**src/rtl/peripheral_irq_pkg.sv**
```systemverilog
`default_nettype none
// ============================================================================
// Module   : peripheral_irq_pkg
// Purpose  : Shared state encoding, default widths and parameter sanity helper
//            for the GPIO interrupt arbiter.
// Revision : 1.0 - initial release
// ============================================================================
package peripheral_irq_pkg;

    typedef enum logic [2:0] {
        IDLE    = 3'd0,
        REQ     = 3'd1,
        SERVICE = 3'd2,
        CLEAR   = 3'd3,
        HOLDOFF = 3'd4
    } irq_state_e;

    localparam int c_id_w_default = 5;

    function automatic bit id_width_ok(input int num_pins, input int id_w);
        return (id_w >= $clog2(num_pins));
    endfunction

endpackage
`default_nettype wire

```
**src/rtl/rr_priority_encoder.sv**
```systemverilog
`default_nettype none
// ============================================================================
// Module   : rr_priority_encoder
// Purpose  : Combinational round-robin picker: first set request bit at or
//            above rr_ptr, wrapping modulo NUM_PINS.
// Revision : 1.0 - initial release
// ============================================================================
module rr_priority_encoder
    import peripheral_irq_pkg::*;
#(
    parameter int NUM_PINS = 24,
    parameter int ID_W     = c_id_w_default
) (
    input  logic [NUM_PINS-1:0] req,
    input  logic [ID_W-1:0]     rr_ptr,
    output logic [ID_W-1:0]     grant,
    output logic                any_valid
);

    logic [ID_W:0]   w_sum;
    logic [ID_W-1:0] w_idx;

    // Scan from the farthest offset down so the nearest hit overwrites last.
    always_comb begin
        grant = '0;
        w_sum = '0;
        w_idx = '0;
        for (int i = NUM_PINS - 1; i >= 0; i--) begin
            w_sum = {1'b0, rr_ptr} + (ID_W+1)'(i);
            if (w_sum >= (ID_W+1)'(NUM_PINS)) begin
                w_sum = w_sum - (ID_W+1)'(NUM_PINS);
            end
            w_idx = w_sum[ID_W-1:0];
            if (req[w_idx]) begin
                grant = w_idx;
            end
        end
    end

    assign any_valid = |req;

endmodule
`default_nettype wire

```
**src/rtl/gpio_irq_arbiter.sv**
```systemverilog
`default_nettype none
// ============================================================================
// Module   : gpio_irq_arbiter
// Purpose  : Round-robin arbiter presenting GPIO interrupts to the core with a
//            REQ/ACK/EOI handshake and a one-hot IRQRES clear pulse.
//            Optional watchdog enabled by macro GPIO_IRQ_TIMEOUT_EN.
// Revision : 1.0 - initial release
// ============================================================================
module gpio_irq_arbiter
    import peripheral_irq_pkg::*;
#(
    parameter int NUM_PINS       = 24,
    parameter int ID_W           = c_id_w_default,
    parameter int TIMEOUT_CYCLES = 1024
) (
    input  logic                clk,
    input  logic                rst_n,
    input  logic [NUM_PINS-1:0] intr,
    input  logic [NUM_PINS-1:0] irq_mask,
    output logic                irq_req,
    output logic [ID_W-1:0]     irq_id,
    input  logic                irq_ack,
    input  logic                irq_eoi,
    output logic [NUM_PINS-1:0] irqres,
    output logic [NUM_PINS-1:0] pending,
    output logic                timeout_err
);

    if (!id_width_ok(NUM_PINS, ID_W)) begin : g_bad_id_w
        $error("gpio_irq_arbiter: ID_W too narrow for NUM_PINS");
    end
    if (TIMEOUT_CYCLES < 2) begin : g_bad_timeout
        $error("gpio_irq_arbiter: TIMEOUT_CYCLES must be at least 2");
    end

    irq_state_e          r_state;
    irq_state_e          w_state_nxt;
    logic [NUM_PINS-1:0] r_pending;
    logic                r_irq_req;
    logic                w_irq_req_nxt;
    logic [ID_W-1:0]     r_irq_id;
    logic [ID_W-1:0]     w_irq_id_nxt;
    logic [ID_W-1:0]     r_winner;
    logic [ID_W-1:0]     w_winner_nxt;
    logic [ID_W-1:0]     r_rr_ptr;
    logic [ID_W-1:0]     w_rr_ptr_nxt;
    logic [ID_W-1:0]     w_grant;
    logic                w_any;
    logic                w_timeout;

    rr_priority_encoder #(
        .NUM_PINS (NUM_PINS),
        .ID_W     (ID_W)
    ) u_rr_enc (
        .req       (r_pending),
        .rr_ptr    (r_rr_ptr),
        .grant     (w_grant),
        .any_valid (w_any)
    );

    always_ff @(posedge clk or negedge rst_n) begin
        if (!rst_n) begin
            r_state   <= IDLE;
            r_pending <= '0;
            r_irq_req <= 1'b0;
            r_irq_id  <= '0;
            r_winner  <= '0;
            r_rr_ptr  <= '0;
        end else begin
            r_state   <= w_state_nxt;
            r_pending <= intr & ~irq_mask;
            r_irq_req <= w_irq_req_nxt;
            r_irq_id  <= w_irq_id_nxt;
            r_winner  <= w_winner_nxt;
            r_rr_ptr  <= w_rr_ptr_nxt;
        end
    end

    // ACK is tested before EOI/timeout so a same-cycle ACK+EOI only advances to SERVICE.
    always_comb begin
        w_state_nxt   = r_state;
        w_irq_req_nxt = r_irq_req;
        w_irq_id_nxt  = r_irq_id;
        w_winner_nxt  = r_winner;
        w_rr_ptr_nxt  = r_rr_ptr;
        case (r_state)
            IDLE: begin
                if (w_any) begin
                    w_state_nxt   = REQ;
                    w_irq_req_nxt = 1'b1;
                    w_irq_id_nxt  = w_grant;
                    w_winner_nxt  = w_grant;
                end
            end
            REQ: begin
                if (irq_ack) begin
                    w_irq_req_nxt = 1'b0;
                    w_state_nxt   = SERVICE;
                end else if (w_timeout) begin
                    w_irq_req_nxt = 1'b0;
                    w_state_nxt   = CLEAR;
                end
            end
            SERVICE: begin
                if (irq_eoi || w_timeout) begin
                    w_state_nxt = CLEAR;
                end
            end
            CLEAR: begin
                w_rr_ptr_nxt = (r_winner == ID_W'(NUM_PINS - 1)) ? '0 : r_winner + ID_W'(1);
                w_state_nxt  = HOLDOFF;
            end
            HOLDOFF: begin
                w_state_nxt = IDLE;
            end
            default: begin
                w_state_nxt   = IDLE;
                w_irq_req_nxt = 1'b0;
            end
        endcase
    end

    always_comb begin
        irqres = '0;
        if (r_state == CLEAR) begin
            irqres[r_winner] = 1'b1;
        end
    end

    assign pending = r_pending;
    assign irq_req = r_irq_req;
    assign irq_id  = r_irq_id;

`ifdef GPIO_IRQ_TIMEOUT_EN
    localparam int c_wd_w = (TIMEOUT_CYCLES > 1) ? $clog2(TIMEOUT_CYCLES) : 1;

    logic [c_wd_w-1:0] r_wd_cnt;
    logic              r_timeout_err;
    logic              w_wd_active;

    assign w_wd_active = (r_state == REQ) || (r_state == SERVICE);
    assign w_timeout   = w_wd_active && (r_wd_cnt == c_wd_w'(TIMEOUT_CYCLES - 1));

    // Any state change restarts the count, covering entry into REQ and SERVICE.
    always_ff @(posedge clk or negedge rst_n) begin
        if (!rst_n) begin
            r_wd_cnt      <= '0;
            r_timeout_err <= 1'b0;
        end else begin
            r_timeout_err <= w_timeout &&
                             !((r_state == REQ && irq_ack) || (r_state == SERVICE && irq_eoi));
            if (w_state_nxt != r_state) begin
                r_wd_cnt <= '0;
            end else if (w_wd_active) begin
                r_wd_cnt <= r_wd_cnt + c_wd_w'(1);
            end
        end
    end

    assign timeout_err = r_timeout_err;
`else
    assign w_timeout   = 1'b0;
    assign timeout_err = 1'b0;
`endif

endmodule
`default_nettype wire

```
**config.mk**
```make
export PLATFORM = sky130hd
export DESIGN_NAME = gpio_irq_arbiter
export DESIGN_NICKNAME = d
export VERILOG_FILES = /design/src/rtl/peripheral_irq_pkg.sv /design/src/rtl/rr_priority_encoder.sv /design/src/rtl/gpio_irq_arbiter.sv
export SDC_FILE = /design/constraint.sdc
export NUM_CORES = 1
export LEC_CHECK = 0
export CAP_MARGIN = 0
export CORE_UTILIZATION = 45
export CTS_CLUSTER_DIAMETER = 80
export DETAILED_ROUTE_END_ITERATION = 16
export PLACE_DENSITY = 0.71
export SYNTH_ARGS = -nofsm -noshare
export SYNTH_HDL_FRONTEND = slang
export SYNTH_HIERARCHICAL = 1
export SYNTH_SLANG_ARGS = --single-unit
```
**constraint.sdc**
```tcl
create_clock -name clk -period 4.67 [get_ports clk]
set_input_delay 0.467 -clock clk [delete_from_list [all_inputs] [get_ports clk]]
set_output_delay 0.467 -clock clk [all_outputs]
set_load 0.01 [all_outputs]
```
==> results of run 1 <==
-- through the flow --
stage	instance area, sq um	std cells	worst slack, ns	hold slack, ns	util, %
2_1_floorplan	7340	941	0.118	0.171	-
5_1_grt	9140	1290	0.0240	0.367	57.5
3_5_place_dp	8980	1280	0.208	0.546	56.5
3_3_place_gp	8980	1280	0.281	0.544	56.5
4_1_cts	9130	1288	0.187	0.316	57.4
6_report	9140	1290	0.237	0.286	57.5
-- worst max-delay path: cells and delay by family, from the launching register on --
kind            cells  cell delay [ns]
compound gates      3             0.62
fa+ha+maj           1             0.40
buf+inv             4             0.79
flops               1             0.41
mux                 4             1.01
simple gates        4             1.07
-- cell type report --
| type | count | area, sq um | share of cell area (%) |
|---|---|---|---|
| Multi-Input combinational cell | 816 | 5990 | 65.6 |
| Tap cell | 216 | 270 | 2.96 |
| Clock inverter | 3 | 21.3 | 0.233 |
| Inverter | 27 | 103 | 1.12 |
| Clock buffer | 5 | 125 | 1.37 |
| Sequential cell | 38 | 955 | 10.4 |
| Timing Repair Buffer | 185 | 1670 | 18.3 |
-- placed cells by master, fill, tap and decap left out, types with 14 or more instances in the layout --
cell,instances
nor2_1,98
buf_4,78
nor3_1,29
nor2b_1,44
clkdlybuf4s50_1,104
dfrtp_1,35
o21ai_0,45
nand3_1,31
inv_1,22
a211oi_1,18
xnor2_1,27
nand2_1,69
a21oi_1,57
ha_1,26
mux2_2,24
a31oi_1,14
mux2i_1,40
mux4_2,26
nor4_1,15
nand2b_1,17
-- flip-flops by register name, summed over array words and instances, names as in the netlist --
name,flops
pending,24
r_rr_ptr,5
r_winner,5
r_state,3
irq_req,1
-- how the worst max path moves through the flow --
stage          slack, ns               startpoint                       to
2_1_floorplan       0.12  r_rr_ptr[1]$_DFFE_PN0P_  r_winner[3]$_DFFE_PN0P_
3_3_place_gp        0.28  r_rr_ptr[3]$_DFFE_PN0P_  r_winner[3]$_DFFE_PN0P_
3_5_place_dp        0.21  r_rr_ptr[2]$_DFFE_PN0P_  r_winner[3]$_DFFE_PN0P_
4_1_cts             0.19  r_rr_ptr[2]$_DFFE_PN0P_  r_winner[3]$_DFFE_PN0P_
5_1_grt             0.02  r_rr_ptr[2]$_DFFE_PN0P_  r_winner[3]$_DFFE_PN0P_
6_report            0.24  r_rr_ptr[1]$_DFFE_PN0P_  r_winner[3]$_DFFE_PN0P_
-- timing repair --
| action | CTS | global route |
|---|---|---|
| buffers inserted | 0 | 2 |
| endpoints found under the setup margin | 0 | 2 |
| resized for setup | 0 | 3 |
-- cell families after synthesis --
logic type / Yosys count / share of synthesized area, %
AND/OR/NAND/NOR: 381 / 27.1
adder cells (fa/ha/maj): 26 / 4.43
multiplexers: 97 / 19.2
AO/OA/AOI/OAI: 275 / 26.2
XOR/XNOR: 36 / 4.69
flip-flops: 38 / 13.0
other: 1 / 0.0511
buffers and inverters: 87 / 5.39
-- cells in the mapped netlist, types with 10 or more instances --
master,count,area (sq um)
a21o_1,10,75.1
xnor2_1,27,236
o211ai_1,12,90.1
nor4_1,15,93.8
mux2_2,24,270
nor2b_1,44,275
dfrtp_1,38,951
clkbuf_1,28,105
ha_1,26,325
nor2_1,98,368
a21oi_1,57,285
a31oi_1,14,87.6
nand2_1,69,259
mux2i_1,41,410
a211oi_1,18,135
o21ai_0,45,225
inv_1,22,82.6
nand2b_1,17,106
o31ai_1,13,97.6
nand3_1,31,155
buf_2,21,105
mux4_2,26,586
nor3_1,29,145
-- layer usage --
layer / track usage (%) / share of wire, %
met2: 56.5 / 45
met5: 0 / 0
met3: 5.99 / 8.8
met4: 18.5 / 5.5
met1: 43.7 / 40
==> flow_summary.yaml, run 1 <==
drt:
  drtIter0Drc: 810
  route.detailed.drc: 0
  detail_route.wl_per_cell_um: 22.3
  antenna_left: 0
  firstDrtPassIters: 5
  vias: 8463
  viasPerCell: 6.56
  drt_wl_total_um: 28700
timing:
  min_period_over_period_pct: 94.9
  slew_violations: 0
  setup_violations: 0
  fin_skew_ns: 0.00451
  fin_crit_ns: 4.43
  rsz0062_at_grt: "false"
  hold_viol: 0
  worst-slew-pin-transition_ns: 0.945
  tns_ns: 0
  max_freq_mhz: 226
  max-slew-margin-rel_pct: 36.5
floorplanning:
  design.die.area_sq_mm: 0.0168
  start_util_pct: 46.2
  die_h_um: 130
  ioPinCount: 107
  die_w_um: 130
  rows: 46
  core_sq_mm: 0.0159
final_layout:
  fillCellCount: 1499
  area_delta_synth_final_pct: 24.6
  drive_gt1_share_pct: 16.4
  num_antenna_cells: 0
  nets: 1151
global_routing:
  grt_pass1_vias: 7857
  grt_overflow: 0
  grt_max_degree: 40
  antenna_found_initial: 0
  track_usage_pct: 34.6
  grt_pass1_wl_um: 44100
clock_network:
  cts-root-buf: "clkbuf_16"
  clk_latency_ns: 0.29
  cts.htree.levels: 2
  cts_tree: "done"
  cts.sink_count: 38
  cts_buffers: 5
  path_clk_slew_ns: 0.06
  postCtsHoldBufs: 0
  cts_max_path_buffers: 2
setup_path:
  cp_data_arrival_time_ns: 4.61
  crit_type: "reg2reg"
  crit_chain: "clkinv_1, ha_1, buf_4, mux4_1, mux2i_2, buf_4, mux2i_1, a211oi_2, buf_4, nand2_1, nor2_1, nand3_1, or4_1, a221oi_2, o21ai_1, mux2_2"
  worstSetupStartpointType: "flip-flop"
  max_stage_delay_ns: 0.57
  path_max_fanout: 15
  worstSetupEndpointType: "flip-flop"
  worst-endpoint-required_ns: 4.85
  crit_slowest_cell: "or4_1"
  r2r_end: "r_winner[3]$_DFFE_PN0P_"
  regToRegSetupSlack_ns: 0.24
  cp_common_cell: "buf_4"
  r2r_cells: 16
  r2r-start: "r_rr_ptr[1]$_DFFE_PN0P_"
place:
  gp_congestion: 1.10
  dpl.hpwl_um: 22400
  port_buffers: 105
yosys:
  synth_ff_type: "dfrtp_1"
  synth_edf_count: 0
  syn_area_per_cell_sq_um: 7.80
  ys_seq_area_share_pct: 13.0
  synth_cell_types: 88
  synthArstFlopShare_pct: 100
  synth_warnings: 6
  netlist_instances: 941
  synth_area_sq_mm: 0.00734
  syn_nets: 1019
  ys_seq_elements: 38
run:
  drv_cap: 0
outcome:
  status: "complete, no violations"
min_path:
  holdCritPathClass: "in2async"
Power of run 1 is left out: the tool's default activity adds up to more than one toggle a clock period on the data nets, which glitch-free logic cannot reach.
==> run 2: changes to the inputs <==
- CORE_UTILIZATION: 45 -> 43
- PLACE_DENSITY: 0.71 -> 0.68
==> flow_summary.yaml, run 2 (synthesis gave the netlist of run 1 again) <==
final_layout:
  final_common_cell: "clkdlybuf4s50_1"
  post-route-util_pct: 55.4
  largest_reg_flops: 24
  layout_common_cells: "104 x clkdlybuf4s50_1, 98 x nor2_1, 81 x buf_4"
  nets: 1154
  fillCellCount: 1609
  area_delta_synth_final_pct: 25.6
  num_antenna_cells: 0
  drive_gt1_share_pct: 17.5
clock_network:
  cts.sink_count: 38
  cts.htree.levels: 2
  clk_latency_ns: 0.29
  cts_max_path_buffers: 2
  path_clk_slew_ns: 0.06
  postCtsSetupBuffers: 0
  cts_buffers: 5
  cts-root-buf: "clkbuf_16"
  cts_tree: "done"
floorplanning:
  die_h_um: 133
  rows: 47
  ioPinCount: 107
  start_util_pct: 44.1
  die_w_um: 133
  design.die.area_sq_mm: 0.0176
  core_sq_mm: 0.0166
global_routing:
  grt_pass1_vias: 7835
  track_usage_pct: 31.3
  grt_max_degree: 51
  grt_pass1_wl_um: 43200
  antenna_found_initial: 0
  grt_overflow: 0
setup_path:
  worstSetupStartpointType: "flip-flop"
  r2r-start: "r_rr_ptr[1]$_DFFE_PN0P_"
  regToRegSetupSlack_ns: 0.17
  r2r_cells: 15
  worst-endpoint-required_ns: 4.82
  r2r_end: "r_winner[1]$_DFFE_PN0P_"
  crit_type: "reg2reg"
  path_max_fanout: 7
  worstSetupEndpointType: "flip-flop"
  cp_data_arrival_time_ns: 4.65
timing:
  tns_ns: 0
  max_freq_mhz: 222
  holdWs_ns: 0.294
  min_period_over_period_pct: 96.4
  worst-slew-pin-transition_ns: 0.956
  slew_violations: 0
  fin_crit_ns: 4.50
  setup_violations: 0
  max-slew-margin-rel_pct: 36.0
  hold_viol: 0
  fin_skew_ns: 0.0102
outcome:
  status: "complete, no violations"
drt:
  drtIter0Drc: 845
  firstDrtPassIters: 5
  drt_wl_total_um: 27500
  route.detailed.drc: 0
  viasPerCell: 6.49
  antenna_left: 0
  vias: 8423
  detail_route.wl_per_cell_um: 21.2
place:
  gp_congestion: 1.02
  port_buffers: 105
  dpl.hpwl_um: 21600
run:
  drv_cap: 0
min_path:
  holdCritPathClass: "in2async"
-- run 2: changes by cell type in the layout (fill, tap and decap cells not counted), moves of 2 or more --
cell / previous run / this run
a2111oi_0: 7 / 5
buf_4: 78 / 81
o311ai_1: 3 / 1
o311ai_2: 0 / 2
ha_2: 0 / 2
ha_1: 26 / 24
-- run 2: final cells by class --
type / count / area, sq um / share of cell area (%)
multi-input cells: 816 / 6050 / 65.7
repair buffers: 188 / 1690 / 18.3
flip-flops and latches: 38 / 955 / 10.4
well taps: 220 / 275 / 2.99
clock buffers: 7 / 143 / 1.55
inverters: 27 / 103 / 1.11
clock inverters: 1 / 5.00 / 0.0543
-- run 2: timing repair --
action                                  CTS  global route
endpoints found under the setup margin    0             5
gates resized for setup                   0            17
hold buffers                              0             0
-- run 2: worst max-delay path: stages (launching register included) --
cell      delay, ns
dfrtp_2        0.42
clkinv_1       0.13
ha_1           0.43
xor2_1         0.80
mux2i_1        0.66
inv_1          0.09
o211ai_1       0.16
o21ai_1        0.15
buf_4          0.19
a221o_1        0.26
a311oi_1       0.33
a211oi_1       0.15
o311ai_0       0.32
nand2_1        0.13
nand2_1        0.08
o21ai_0        0.07
-- run 2: per-layer routing --
metal / vias up / global-route usage (%) / wire, um
met5: - / 0 / 0
met4: 0 / 15.6 / 1340
met3: 88 / 5.17 / 2360
met2: 462 / 50.0 / 12300
met1: 4003 / 40.8 / 11500
li1: 3870 / - / -
-- run 2: how the worst max path moves through the flow --
stage / slack (ns) / to / from / depth (start not counted)
5_1_grt: -0.002 / r_winner[0]$_DFFE_PN0P_ / r_rr_ptr[2]$_DFFE_PN0P_ / 19
6_report: 0.17 / r_winner[1]$_DFFE_PN0P_ / r_rr_ptr[1]$_DFFE_PN0P_ / 15
2_1_floorplan: 0.12 / r_winner[3]$_DFFE_PN0P_ / r_rr_ptr[1]$_DFFE_PN0P_ / 15
4_1_cts: 0.08 / r_winner[0]$_DFFE_PN0P_ / r_rr_ptr[2]$_DFFE_PN0P_ / 19
3_3_place_gp: 0.07 / r_winner[0]$_DFFE_PN0P_ / r_rr_ptr[2]$_DFFE_PN0P_ / 17
3_5_place_dp: 0.10 / r_winner[0]$_DFFE_PN0P_ / r_rr_ptr[2]$_DFFE_PN0P_ / 19
-- run 2: metrics by stage --
| step | cell area [sq um] | setup slack, ns | instances |
|---|---|---|---|
| after floorplan | 7340 | 0.118 | 941 |
| after global placement | 9010 | 0.0700 | 1289 |
| after detailed placement | 9010 | 0.102 | 1289 |
| after CTS | 9160 | 0.0798 | 1297 |
| after global routing | 9220 | -0.00212 | 1297 |
| final | 9220 | 0.170 | 1297 |
Power of run 2 is left out for the same reason.
==> run 3: changes to the inputs <==
- SKIP_LAST_GASP: not set -> 1
==> flow_summary.yaml, run 3 (synthesis gave the netlist of run 1 again) <==
drt:
  viasPerCell: 6.42
  vias: 8325
  antenna_left: 0
  detail_route.wl_per_cell_um: 21.1
  drtIter0Drc: 729
  firstDrtPassIters: 6
  drt_wl_total_um: 27400
  route.detailed.drc: 0
setup_path:
  worst-endpoint-required_ns: 4.82
  regToRegSetupSlack_ns: 0.15
  crit_chain: "clkinv_1, ha_1, xor2_1, mux2i_1, inv_1, o211ai_1, o21ai_1, buf_4, a221o_1, a311oi_1, a211oi_1, o311ai_0, nand2_1, nand2_1, o21ai_0"
  crit_slowest_cell: "xor2_1"
  cp_data_arrival_time_ns: 4.67
  max_stage_delay_ns: 0.82
  path_max_fanout: 7
  cp_common_cell: "nand2_1"
  cp_top_family: "compound AO/OA/AOI/OAI gates"
  worstSetupStartpointType: "flip-flop"
  worstSetupEndpointType: "flip-flop"
  path_buf_inv: 3
  crit_type: "reg2reg"
floorplanning:
  core_sq_mm: 0.0166
  start_util_pct: 44.1
  die_h_um: 133
  ioPinCount: 107
  die_w_um: 133
  design.die.area_sq_mm: 0.0176
  rows: 47
clock_network:
  cts_buffers: 5
  cts.sink_count: 38
  clk_latency_ns: 0.29
  cts.htree.levels: 2
  cts-root-buf: "clkbuf_16"
  cts_max_path_buffers: 2
  postCtsSetupBuffers: 0
  path_clk_slew_ns: 0.06
  postCtsHoldBufs: 0
  cts_tree: "done"
run:
  drv_cap: 0
global_routing:
  grt_max_degree: 51
  track_usage_pct: 31.3
  grt_overflow: 0
  antenna_found_initial: 0
  grt_pass1_wl_um: 43200
  grt_pass1_vias: 7835
final_layout:
  final_common_cell: "clkdlybuf4s50_1"
  stdcell_count: 1297
  drive_gt1_share_pct: 17.4
  layout_common_cells: "104 x clkdlybuf4s50_1, 98 x nor2_1, 82 x buf_4"
  post-route-util_pct: 55.3
  largest_reg_flops: 24
  num_antenna_cells: 0
  nets: 1154
  area_delta_synth_final_pct: 25.4
timing:
  fin_crit_ns: 4.52
  max_freq_mhz: 221
  min_period_over_period_pct: 96.7
  max-slew-margin-rel_pct: 34.5
  fin_skew_ns: 0.00998
  setup_violations: 0
  rsz0062_at_grt: "true"
  hold_viol: 0
  worst-slew-pin-transition_ns: 0.979
  slew_violations: 0
place:
  dpl.hpwl_um: 21600
  port_buffers: 105
  place_inst: 1289
  gp_congestion: 1.02
min_path:
  holdCritPathClass: "in2async"
outcome:
  status: "complete, no violations"
## run 3: cell types whose count changed in the layout (fill, tap and decap cells not counted)
cell,previous run,this run
a21oi_1,56,57
xnor2_1,26,27
buf_4,81,82
xnor2_2,3,2
buf_6,1,0
a21oi_2,3,2
## run 3: cell type report
type | instances | area [sq um]
multi-input combinational | 816 | 6040
clock buffer | 7 | 143
sequential | 38 | 955
timing repair buffer | 188 | 1680
clock inverter | 1 | 5.00
tap | 220 | 275
fill | 1606 | 7440
inverter | 27 | 103
## run 3: routing by layer
| layer | track usage, % | routed length (um) |
|---|---|---|
| met3 | 5.17 | 2240 |
| met4 | 15.6 | 1250 |
| met1 | 40.8 | 11600 |
| met2 | 50.0 | 12300 |
| met5 | 0 | 0 |
## run 3: final timing paths
path,cells after the start,from,endpoint
worst max-delay path,15,r_rr_ptr[1]$_DFFE_PN0P_,r_winner[1]$_DFFE_PN0P_
worst min-delay path,1,rst_n,r_state[2]$_DFFE_PN0P_
worst max register to register,15,r_rr_ptr[1]$_DFFE_PN0P_,r_winner[1]$_DFFE_PN0P_
worst min register to register,2,irq_req$_DFFE_PN0P_,irq_req$_DFFE_PN0P_
max in group asynchronous,1,rst_n,r_rr_ptr[3]$_DFFE_PN0P_
min in group clk,2,irq_req$_DFFE_PN0P_,irq_req$_DFFE_PN0P_
## run 3: worst reg2reg max path: cells and delay by family (launching register included)
kind,cells,cell delay [ns]
fa+ha+maj,1,0.44
flops,1,0.42
compound gates,7,1.44
xor+xnor,1,0.82
simple gates,2,0.21
mux,1,0.65
buf+inv,3,0.41
## run 3: what timing repair did
| item | in CTS | in global routing |
|---|---|---|
| endpoints found under the hold margin | 0 | 0 |
| resized for setup | 0 | 14 |
| endpoints found under the setup margin | 0 | 5 |
## run 3: stage by stage
stage	cell area, sq um	setup slack (ns)	hold slack (ns)	setup TNS (ns)
final	9200	0.153	0.295	0
after floorplan	7340	0.118	0.171	0
after global routing	9200	-0.0644	0.375	-0.0644
after CTS	9160	0.0798	0.310	0
after detailed placement	9010	0.102	0.551	0
after global placement	9010	0.0700	0.556	0
Power of run 3 is left out for the same reason.
==> patch (config.mk and constraints of run 2) <==
The option `GPIO_IRQ_TIMEOUT_EN` is turned on by a define.
--- a/src/rtl/gpio_irq_arbiter.sv
+++ b/src/rtl/gpio_irq_arbiter.sv
@@ -6,6 +6,8 @@
 //            Optional watchdog enabled by macro GPIO_IRQ_TIMEOUT_EN.
 // Revision : 1.0 - initial release
 // ============================================================================
+`define GPIO_IRQ_TIMEOUT_EN
+
 module gpio_irq_arbiter
     import peripheral_irq_pkg::*;
 #(
Check against the original RTL: same outputs for any inputs over 4 cycles, from zero or initial values and one cycle with rst_n low; that may be too few to reach the edited logic, so the function may still have changed.
==> patch against run 2 <==
- utilization is 1.2 points lower
- design area grew 6.3%
- final cell count grew 5.6%
- worst setup slack improved by 0.12 ns
- sequential cell count increased by 11
- via count is 5.1% higher
- wire length grew 3.3%
- synthesized area is 8.7% higher
- highest routed layer unchanged
Power is not shown: default switching activity piles up to over one toggle a cycle in this logic, so the estimate is an artifact.
==> patch: results (changes against run 2) <==
<table>
<tr><th>Metric</th><th>Value</th></tr>
<tr><th colspan="2">GRT</th></tr>
<tr><td>GR Util met1</td><td>40.47% (-0.30 points)</td></tr>
<tr><td>Gr usage total</td><td>29.52% (-1.7 points)</td></tr>
<tr><td>Global-route wire length before repair</td><td>44840 microns (+3.7%)</td></tr>
<tr><td>Met3 GRT Util</td><td>6.027% (+0.85 points)</td></tr>
<tr><td>GR met2 Demand/Resource</td><td>45.03% (-5.0 points)</td></tr>
<tr><td>Maximum number of pins on one net before global-route repair</td><td>58 (+14%)</td></tr>
<tr><th colspan="2">Placement</th></tr>
<tr><td>Gp weighted congestion</td><td>0.9714 (-4.5%)</td></tr>
<tr><td>DP Area</td><td>9605 sq um (+6.6%)</td></tr>
<tr><td>Hpwl dp</td><td>21860 microns (+1.4%)</td></tr>
<tr><th colspan="2">Detailed routing</th></tr>
<tr><td>Pre-antenna DRT Iters</td><td>5 (unchanged)</td></tr>
<tr><td>DR WL met3</td><td>2656 microns (+13%)</td></tr>
<tr><td>Total length of routed wires</td><td>28380 microns (+3.3%)</td></tr>
<tr><td>Drt first-iter violations</td><td>917 (+8.5%)</td></tr>
<tr><td>DR WL met2</td><td>12370 microns (+0.43%)</td></tr>
<tr><td>Met1 Routed Length</td><td>12170 microns (+6.2%)</td></tr>
<tr><td>Post-DR vias/cell</td><td>6.467 (-0.41%)</td></tr>
<tr><th colspan="2">Synthesis</th></tr>
<tr><td>Average footprint of a synthesized cell</td><td>7.875 sq um (+1.0%)</td></tr>
<tr><td>Leading post-synthesis cells by instance count</td><td>nor2_1 (106), nand2_1 (78), a21oi_1 (61)</td></tr>
<tr><td>Largest cells by area after synthesis</td><td>dfrtp_1 (15%), mux4_2 (7.3%), mux2i_1 (5.1%), nor2_1 (5.0%), ha_1 (4.1%)</td></tr>
<tr><td>Netlist cell types</td><td>90 (+2.3%)</td></tr>
<tr><td>Syn_nets</td><td>1091 (+7.1%)</td></tr>
<tr><th colspan="2">Critical path</th></tr>
<tr><td>Critical path data arrival time</td><td>4.56 ns (-0.09 ns)</td></tr>
<tr><th colspan="2">Layout</th></tr>
<tr><td>Number of standard cells in the final layout excluding fillers</td><td>1369 (+5.6%)</td></tr>
<tr><td>Number of nets in the layout</td><td>1217 (+5.5%)</td></tr>
<tr><td>Layout fillers</td><td>1682 (+4.5%)</td></tr>
<tr><td>Fraction of layout instances using a drive strength above 1</td><td>15.70% (-1.8 points)</td></tr>
<tr><th colspan="2">STA</th></tr>
<tr><td>Pin slew with the least headroom to its limit</td><td>1.115 ns (+0.1583 ns)</td></tr>
<tr><th colspan="2">Outcome</th></tr>
<tr><td>Run status</td><td>complete, no violations</td></tr>
</table>
patch: changes by cell type in the layout (fill, tap and decap cells not counted), moves of 8 or more:
cell     before  now
buf_4        81   71
dfrtp_1      35   46
nand2_1      69   77
nor2_1       98  106
patch: cells by family (layout without fill, tap and decap cells):
kind of cell / after synthesis / in the layout / synth area share, %
simple gates: 423 / 423 / 27.42
compound gates: 286 / 286 / 25.02
mux: 97 / 97 / 17.64
buf+inv: 89 / 216 / 5.160
flops: 49 / 49 / 15.37
xor+xnor: 43 / 43 / 5.317
fa+ha+maj: 26 / 26 / 4.078
patch: repair_timing:
item / in CTS / in global routing
gates resized for setup: 0 / 11
hold buffers: 0 / 0
endpoints found under the setup margin: 0 / 5
patch: final timing paths:
| check | from | endpoint | slack (ns) |
|---|---|---|---|
| hold / removal | rst_n | r_wd_cnt[9]$_DFFE_PN0P_ | 0.37 |
| max in group asynchronous | rst_n | r_rr_ptr[0]$_DFFE_PN0P_ | 3.53 |
| setup reg to reg | r_rr_ptr[2]$_DFFE_PN0P_ | r_winner[3]$_DFFE_PN0P_ | 0.29 |
| setup / recovery | r_rr_ptr[2]$_DFFE_PN0P_ | r_winner[3]$_DFFE_PN0P_ | 0.29 |
| hold reg to reg | r_wd_cnt[6]$_DFFE_PN0P_ | r_wd_cnt[6]$_DFFE_PN0P_ | 0.55 |
| min in group clk | r_wd_cnt[6]$_DFFE_PN0P_ | r_wd_cnt[6]$_DFFE_PN0P_ | 0.55 |
patch: critical path, cell delays in order, from the launching register on:
cell      delay (ns)
dfrtp_1         0.43
ha_1            0.19
nand2_1         0.11
xnor2_2         0.25
inv_1           0.14
ha_1            0.20
nor2b_1         0.17
o311ai_1        0.37
o211ai_1        0.19
nor3b_1         0.20
or3_4           0.39
or4_1           0.47
or4_1           0.53
a221oi_2        0.25
o21ai_1         0.10
mux2_2          0.26
patch: stage by stage:
step	utilization (%)	hold slack, ns	worst slack (ns)	TNS (ns)
2_1_floorplan	-	0.1714	0.1182	0
3_3_place_gp	53.11	0.5133	0.07559	0
3_5_place_dp	53.11	0.5338	0.07722	0
4_1_cts	53.95	0.4116	0.05339	0
5_1_grt	54.18	0.4644	-0.01221	-0.01221
6_report	54.18	0.3658	0.2921	0
patch: layout make-up:
| class | count | area (sq um) | area share, % |
|---|---|---|---|
| multi-input cells | 875 | 6377 | 65.09 |
| repair buffers | 181 | 1652 | 16.86 |
| flip-flops and latches | 49 | 1230 | 12.55 |
| well taps | 229 | 286.5 | 2.924 |
| clock buffers | 5 | 125.1 | 1.277 |
| inverters | 27 | 101.3 | 1.034 |
| clock inverters | 3 | 26.28 | 0.2682 |
